## config.mk

```make
export PLATFORM = sky130hd
export DESIGN_NAME = mips_mc_control
export DESIGN_NICKNAME = d
export VERILOG_FILES = /design/src/rtl/mips_mc_control.sv
export SDC_FILE = /design/constraint.sdc
export NUM_CORES = 1
export LEC_CHECK = 0
export BUFFER_PORTS_ARGS = -buffer_cell sky130_fd_sc_hd__buf_2
export CAP_MARGIN = 20
export CORE_ASPECT_RATIO = 1.75
export CORE_MARGIN = 4
export CORE_UTILIZATION = 40
export CTS_CLUSTER_DIAMETER = 120
export DETAILED_ROUTE_END_ITERATION = 6
export PLACE_DENSITY = 0.84
export SLEW_MARGIN = 20
export SYNTH_ARGS = -nofsm -noshare
export SYNTH_HDL_FRONTEND = slang
export SYNTH_SLANG_ARGS = --single-unit
```

## constraint.sdc

```tcl
create_clock -name clk -period 2.9 [get_ports clk]
set_input_delay 0.435 -clock clk [delete_from_list [all_inputs] [get_ports clk]]
set_output_delay 0.435 -clock clk [all_outputs]
set_load 0.05 [all_outputs]
```

## src/rtl/mips_mc_control.sv

```systemverilog
// Multicycle MIPS control FSM feeding a registered ALU; sequences one instruction at a time.
// Define MC_CTRL_PERF_EN to build the cycle and retired-instruction counters.
module mips_mc_control #(
   parameter int OPC_W      = 6,
   parameter int ALU_CTRL_W = 4
) (
   input  logic                  clk,
   input  logic                  rst_n,
   input  logic [OPC_W-1:0]      opcode,
   input  logic [OPC_W-1:0]      funct,
   input  logic                  zero_flag,
   input  logic                  mem_ready,
   output logic [ALU_CTRL_W-1:0] alu_control,
   output logic                  alu_src_a,
   output logic [1:0]            alu_src_b,
   output logic [1:0]            pc_src,
   output logic                  pc_write,
   output logic                  tgt_write,
   output logic                  iord,
   output logic                  mem_read,
   output logic                  mem_write,
   output logic                  ir_write,
   output logic                  mdr_write,
   output logic                  reg_write,
   output logic                  reg_dst,
   output logic                  mem_to_reg,
   output logic                  illegal_op,
   output logic [3:0]            state_o,
   output logic [31:0]           cycle_cnt,
   output logic [31:0]           instr_cnt
);

   typedef enum logic [3:0] {
      S_IDLE    = 4'd0,
      S_FETCH   = 4'd1,
      S_DECODE  = 4'd2,
      S_MEMADR  = 4'd3,
      S_MEMRD   = 4'd4,
      S_MEMWB   = 4'd5,
      S_MEMWR   = 4'd6,
      S_EXEC    = 4'd7,
      S_ALUWB   = 4'd8,
      S_ADDI_EX = 4'd9,
      S_ADDI_WB = 4'd10,
      S_BR_TGT  = 4'd11,
      S_BR_CMP  = 4'd12,
      S_BR_RES  = 4'd13,
      S_JUMP    = 4'd14
   } state_e;

   localparam logic [OPC_W-1:0] OP_RTYPE = 6'b000000;
   localparam logic [OPC_W-1:0] OP_LW    = 6'b100011;
   localparam logic [OPC_W-1:0] OP_SW    = 6'b101011;
   localparam logic [OPC_W-1:0] OP_BEQ   = 6'b000100;
   localparam logic [OPC_W-1:0] OP_ADDI  = 6'b001000;
   localparam logic [OPC_W-1:0] OP_J     = 6'b000010;

   localparam logic [OPC_W-1:0] FN_ADD = 6'b100000;
   localparam logic [OPC_W-1:0] FN_SUB = 6'b100010;
   localparam logic [OPC_W-1:0] FN_AND = 6'b100100;
   localparam logic [OPC_W-1:0] FN_OR  = 6'b100101;
   localparam logic [OPC_W-1:0] FN_SLT = 6'b101010;
   localparam logic [OPC_W-1:0] FN_NOR = 6'b100111;

   localparam logic [ALU_CTRL_W-1:0] ALU_AND = 4'b0000;
   localparam logic [ALU_CTRL_W-1:0] ALU_OR  = 4'b0001;
   localparam logic [ALU_CTRL_W-1:0] ALU_ADD = 4'b0010;
   localparam logic [ALU_CTRL_W-1:0] ALU_SUB = 4'b0110;
   localparam logic [ALU_CTRL_W-1:0] ALU_SLT = 4'b0111;
   localparam logic [ALU_CTRL_W-1:0] ALU_NOR = 4'b1100;

   state_e                  state_q, state_d;
   logic                    illegal_q;
   logic                    illegalSet;
   logic                    functOk;
   logic [ALU_CTRL_W-1:0]   functAlu;

   always_ff @(posedge clk or negedge rst_n) begin
      if (!rst_n) begin
         state_q   <= S_IDLE;
         illegal_q <= 1'b0;
      end else begin
         state_q   <= state_d;
         illegal_q <= illegal_q | illegalSet;
      end
   end

   always_comb begin
      functOk  = 1'b1;
      functAlu = ALU_ADD;
      case (funct)
         FN_ADD:  functAlu = ALU_ADD;
         FN_SUB:  functAlu = ALU_SUB;
         FN_AND:  functAlu = ALU_AND;
         FN_OR:   functAlu = ALU_OR;
         FN_SLT:  functAlu = ALU_SLT;
         FN_NOR:  functAlu = ALU_NOR;
         default: functOk  = 1'b0;
      endcase
   end

   // ALU results land one state after issue, so MEMRD/MEMWR keep re-issuing the address add
   // and BR_RES keeps the SUB so zero_flag stays meaningful.
   always_comb begin
      state_d     = state_q;
      illegalSet  = 1'b0;
      alu_control = ALU_AND;
      alu_src_a   = 1'b0;
      alu_src_b   = 2'b00;
      pc_src      = 2'b00;
      pc_write    = 1'b0;
      tgt_write   = 1'b0;
      iord        = 1'b0;
      mem_read    = 1'b0;
      mem_write   = 1'b0;
      ir_write    = 1'b0;
      mdr_write   = 1'b0;
      reg_write   = 1'b0;
      reg_dst     = 1'b0;
      mem_to_reg  = 1'b0;
      case (state_q)
         S_IDLE: state_d = S_FETCH;
         S_FETCH: begin
            mem_read    = 1'b1;
            alu_control = ALU_ADD;
            alu_src_b   = 2'b01;
            ir_write    = mem_ready;
            if (mem_ready) state_d = S_DECODE;
         end
         S_DECODE: begin
            pc_write = 1'b1;
            case (opcode)
               OP_LW, OP_SW: state_d = S_MEMADR;
               OP_RTYPE: begin
                  if (functOk) begin
                     state_d = S_EXEC;
                  end else begin
                     illegalSet = 1'b1;
                     state_d    = S_FETCH;
                  end
               end
               OP_BEQ:  state_d = S_BR_TGT;
               OP_ADDI: state_d = S_ADDI_EX;
               OP_J:    state_d = S_JUMP;
               default: begin
                  illegalSet = 1'b1;
                  state_d    = S_FETCH;
               end
            endcase
         end
         S_MEMADR: begin
            alu_control = ALU_ADD;
            alu_src_a   = 1'b1;
            alu_src_b   = 2'b10;
            state_d     = (opcode == OP_LW) ? S_MEMRD : S_MEMWR;
         end
         S_MEMRD: begin
            alu_control = ALU_ADD;
            alu_src_a   = 1'b1;
            alu_src_b   = 2'b10;
            iord        = 1'b1;
            mem_read    = 1'b1;
            mdr_write   = mem_ready;
            if (mem_ready) state_d = S_MEMWB;
         end
         S_MEMWB: begin
            reg_write  = 1'b1;
            mem_to_reg = 1'b1;
            state_d    = S_FETCH;
         end
         S_MEMWR: begin
            alu_control = ALU_ADD;
            alu_src_a   = 1'b1;
            alu_src_b   = 2'b10;
            iord        = 1'b1;
            mem_write   = 1'b1;
            if (mem_ready) state_d = S_FETCH;
         end
         S_EXEC: begin
            alu_control = functAlu;
            alu_src_a   = 1'b1;
            state_d     = S_ALUWB;
         end
         S_ALUWB: begin
            reg_write = 1'b1;
            reg_dst   = 1'b1;
            state_d   = S_FETCH;
         end
         S_ADDI_EX: begin
            alu_control = ALU_ADD;
            alu_src_a   = 1'b1;
            alu_src_b   = 2'b10;
            state_d     = S_ADDI_WB;
         end
         S_ADDI_WB: begin
            reg_write = 1'b1;
            state_d   = S_FETCH;
         end
         S_BR_TGT: begin
            alu_control = ALU_ADD;
            alu_src_b   = 2'b11;
            state_d     = S_BR_CMP;
         end
         S_BR_CMP: begin
            alu_control = ALU_SUB;
            alu_src_a   = 1'b1;
            tgt_write   = 1'b1;
            state_d     = S_BR_RES;
         end
         S_BR_RES: begin
            alu_control = ALU_SUB;
            alu_src_a   = 1'b1;
            pc_write    = zero_flag;
            pc_src      = 2'b01;
            state_d     = S_FETCH;
         end
         S_JUMP: begin
            pc_write = 1'b1;
            pc_src   = 2'b10;
            state_d  = S_FETCH;
         end
         default: state_d = S_IDLE;
      endcase
   end

   assign illegal_op = illegal_q;
   assign state_o    = state_q;

`ifdef MC_CTRL_PERF_EN
   logic [31:0] cycleCnt_q;
   logic [31:0] instrCnt_q;
   logic        retire;

   always_comb begin
      retire = 1'b0;
      case (state_q)
         S_MEMWB, S_ALUWB, S_ADDI_WB, S_BR_RES, S_JUMP: retire = 1'b1;
         S_MEMWR: retire = mem_ready;
         default: retire = 1'b0;
      endcase
   end

   always_ff @(posedge clk or negedge rst_n) begin
      if (!rst_n) begin
         cycleCnt_q <= 32'd0;
         instrCnt_q <= 32'd0;
      end else begin
         if (state_q != S_IDLE) cycleCnt_q <= cycleCnt_q + 32'd1;
         if (retire)            instrCnt_q <= instrCnt_q + 32'd1;
      end
   end

   assign cycle_cnt = cycleCnt_q;
   assign instr_cnt = instrCnt_q;
`else
   assign cycle_cnt = 32'd0;
   assign instr_cnt = 32'd0;
`endif

endmodule

```

==> flow_summary.json <==
{
  "crit_required_ns": 2.47,
  "fin_nets": 222,
  "setup_viol": 0,
  "grt_pass1_vias": 895,
  "clock_path_buffers": 2,
  "synth_edf_count": 0,
  "synth_most_common_cell": "buf_4",
  "worst_ep_arrival_time_ns": 1.96,
  "p_per_area_mw_per_mm2": 1133,
  "gp_congestion": 0.8469,
  "numCtsBuffers": 3,
  "grt_antenna_before_repair": 0,
  "dieWidth_microns": 49.23,
  "p_int_mw": 0.4178,
  "die_h_microns": 80.15,
  "io_buffers": 39,
  "r2r_slack_ns": 0.93,
  "grt_max_degree": 22,
  "wirelength_mm": 2.500,
  "cp-start-kind": "register",
  "start_util_pct": 42.74,
  "finalCritPeriodShare_pct": 82.43,
  "cp_max_fo": 18,
  "p_leak_nw": 0.6386,
  "grt_pass1_wl_mm": 3.808,
  "critPathMaxStageDelay_ns": 0.65,
  "synth-seq-cells": 5,
  "synthTopCellsByArea": "buf_4 40%, dfrtp_1 11%, nor2_1 5.7%",
  "routed_via_density": 4.556,
  "finalHoldViolCount": 0,
  "nFillCells": 315,
  "cp_cell_sequence": "nand2b_1 > nor3_1 > nand2_1 > o22ai_1 > buf_2",
  "num_vias": 1057,
  "pre_cts_ws_ns": 0.7366,
  "p_sw_mw": 0.9357,
  "avgSynthCellArea_sq_um": 6.958,
  "worst_path_max_delay_cell": "dfrtp_1",
  "htree_levels": 1,
  "die_area_sq_mm": 0.003946,
  "rsz0062_at_grt": "no",
  "ant_nets": 0,
  "cts_setup_buffers": 0,
  "multi_input_area_sq_um": 788.3,
  "seqPwrFrac_pct": 16.8,
  "grt_remaining_overflow": 0,
  "coreArea_sq_mm": 0.002784,
  "switching_share_pct": 69.13,
  "fin_skew_ns": 0.003123,
  "maxSlewHeadroom_pct": 57.53,
  "p_total_mw": 1.354,
  "antenna_cells": 0,
  "regArea_sq_um": 125.1,
  "max_freq_ghz": 0.4183,
  "cap_violations": 0,
  "peakVddDrop_v": 0.0003251,
  "yosysTopAreaCell": "buf_4",
  "status": "complete, no violations",
  "comb_power_share_pct": 74.1,
  "drc_errors": 0,
  "worstSetupPathType": "register to output port",
  "drt_pre_antenna_iters": 4,
  "synthArstFlopShare_pct": 100.0,
  "dpl-instance-area_sq_mm": 0.001150,
  "wl_per_cell_microns": 10.78,
  "io_pins": 104,
  "clk_pin_slew_ns": 0.03,
  "p_clk_share_pct": 9.1,
  "area_growth_syn_to_layout_pct": 0.4210,
  "tightest_slew_ns": 0.6371,
  "hold_class": "input pin to async pin",
  "finalMaxSlewViolations": 0,
  "cts_sinks": 5,
  "drt_iter0_drc": 36,
  "stdcell_area_sq_mm": 0.001195,
  "hpwl_mm": 2.108,
  "syn_inst": 171,
  "ys.flop_type": "dfrtp_1",
  "yosysUniqueCellTypes": 39,
  "drive_gt1_share_pct": 23.41,
  "track_usage_pct": 11.58,
  "endpoint_kind": "output port",
  "tns_ns": 0,
  "netlist_area_sq_mm": 0.001190,
  "synth_top_cell_area_share_pct": 40.38,
  "cts_resized": 0,
  "synth_warnings": 0,
  "clock-root-buffer": "clkbuf_8",
  "cts_tree": "done",
  "clk_latency_ns": 0.22,
  "netlist_top_cells_count": "64 x buf_4, 18 x nor2_1, 8 x nand2_1",
  "hold_buffers": 0,
  "row_count": 25,
  "finalCriticalPeriod_ns": 2.391,
  "yosysSeqAreaShare_pct": 10.52,
  "finalWorstSetupSlack_ns": 0.5095
}
[metal layers]
metal	vias to the layer above	track usage, %	share of wire (%)
li1	520	-	-
met1	461	12.01	35
met2	74	22.98	51
met3	2	2.226	13
met4	0	2.849	0.84
met5	-	0	0
[placed cells by master, fill, tap and decap left out]
| cell | netlist | layout |
|---|---|---|
| conb_1 | 1 | 64 |
| buf_2 | 0 | 39 |
| nor2_1 | 18 | 18 |
| nand2_1 | 8 | 8 |
| nor3_1 | 7 | 7 |
| a21oi_1 | 7 | 7 |
| nand2b_1 | 6 | 6 |
| nor2b_1 | 6 | 6 |
| o21ai_0 | 5 | 5 |
| dfrtp_1 | 5 | 5 |
| o22ai_1 | 4 | 4 |
| clkbuf_8 | 0 | 3 |
| a31oi_1 | 2 | 2 |
| inv_1 | 2 | 2 |
| o21a_1 | 2 | 2 |
| o21ai_1 | 2 | 2 |
| a221oi_1 | 2 | 2 |
| nor4b_2 | 0 | 2 |
| nand2b_4 | 1 | 1 |
| nand3b_1 | 1 | 1 |
| and3b_1 | 1 | 1 |
| or3_4 | 1 | 1 |
| or2_2 | 1 | 1 |
| o41ai_1 | 1 | 1 |
| o221a_2 | 1 | 1 |
| mux2i_1 | 1 | 1 |
| nor3b_1 | 1 | 1 |
| a21o_1 | 1 | 1 |
| nand3_1 | 1 | 1 |
| a311oi_1 | 1 | 1 |
| o21bai_1 | 1 | 1 |
| xnor2_1 | 1 | 1 |
| or4b_1 | 1 | 1 |
| nor4_1 | 1 | 1 |
| a2bb2oi_1 | 1 | 1 |
| or3_1 | 1 | 1 |
| or4_1 | 1 | 1 |
| o311ai_1 | 1 | 1 |
| clkbuf_1 | 7 | 1 |
[sequential cells by signal, summed over array words and instances, names as in the netlist]
| name | count |
|---|---|
| illegal_op | 1 |
| state_o | 4 |
[critical path, delay by kind of cell (launching register included)]
kind / cells / cell delay, ns
AOI/OAI and AO/OA: 1 / 0.12
buffers and inverters: 1 / 0.29
DFF: 1 / 0.65
and+or+nand+nor: 3 / 0.67
[cells by family after synthesis]
group	count (synthesis)	share of synthesized area [%]
AOI/OAI and AO/OA	31	16.93
and+or+nand+nor	58	26.50
other	1	0.3152
buffers and inverters	74	44.16
muxes	1	0.8413
xor gates and xnor gates	1	0.7362
DFF	5	10.52
[cell type report]
type,count,share of cell area (%)
multi-input cells,155,65.97
clock buffers,4,3.770
inverters,2,0.6283
well taps,27,2.827
repair buffers,39,16.34
flip-flops and latches,5,10.47
[metrics by stage]
step	hold WS (ns)	utilization [%]	std cells
after floorplan	0.1394	-	234
after detailed placement	0.2506	41.30	228
after global placement	0.2514	41.30	228
final	0.02397	42.92	232
after CTS	0.02135	42.92	232
after global routing	0.02560	42.92	232
[power groups by stage]
stage	Combinational, mW	Clock (mW)	Sequential, mW
after floorplan	0.925	0	0.212
after detailed placement	1.01	0	0.227
final	1.00	0.124	0.227
after global placement	1.00	0	0.222
after CTS	1.01	0.127	0.226
after global routing	1.07	0.133	0.246
[worst paths after layout]
path | startpoint | end | depth (start not counted)
max | state_o[2] | alu_control[2] | 5
min reg2reg | illegal_op | illegal_op | 1
max reg2reg | state_o[1] | state_o[1] | 4
max in group asynchronous | rst_n | illegal_op | 1
min in group clk | illegal_op | illegal_op | 1
min | rst_n | state_o[2] | 1
(Power assumes the default switching activity.)
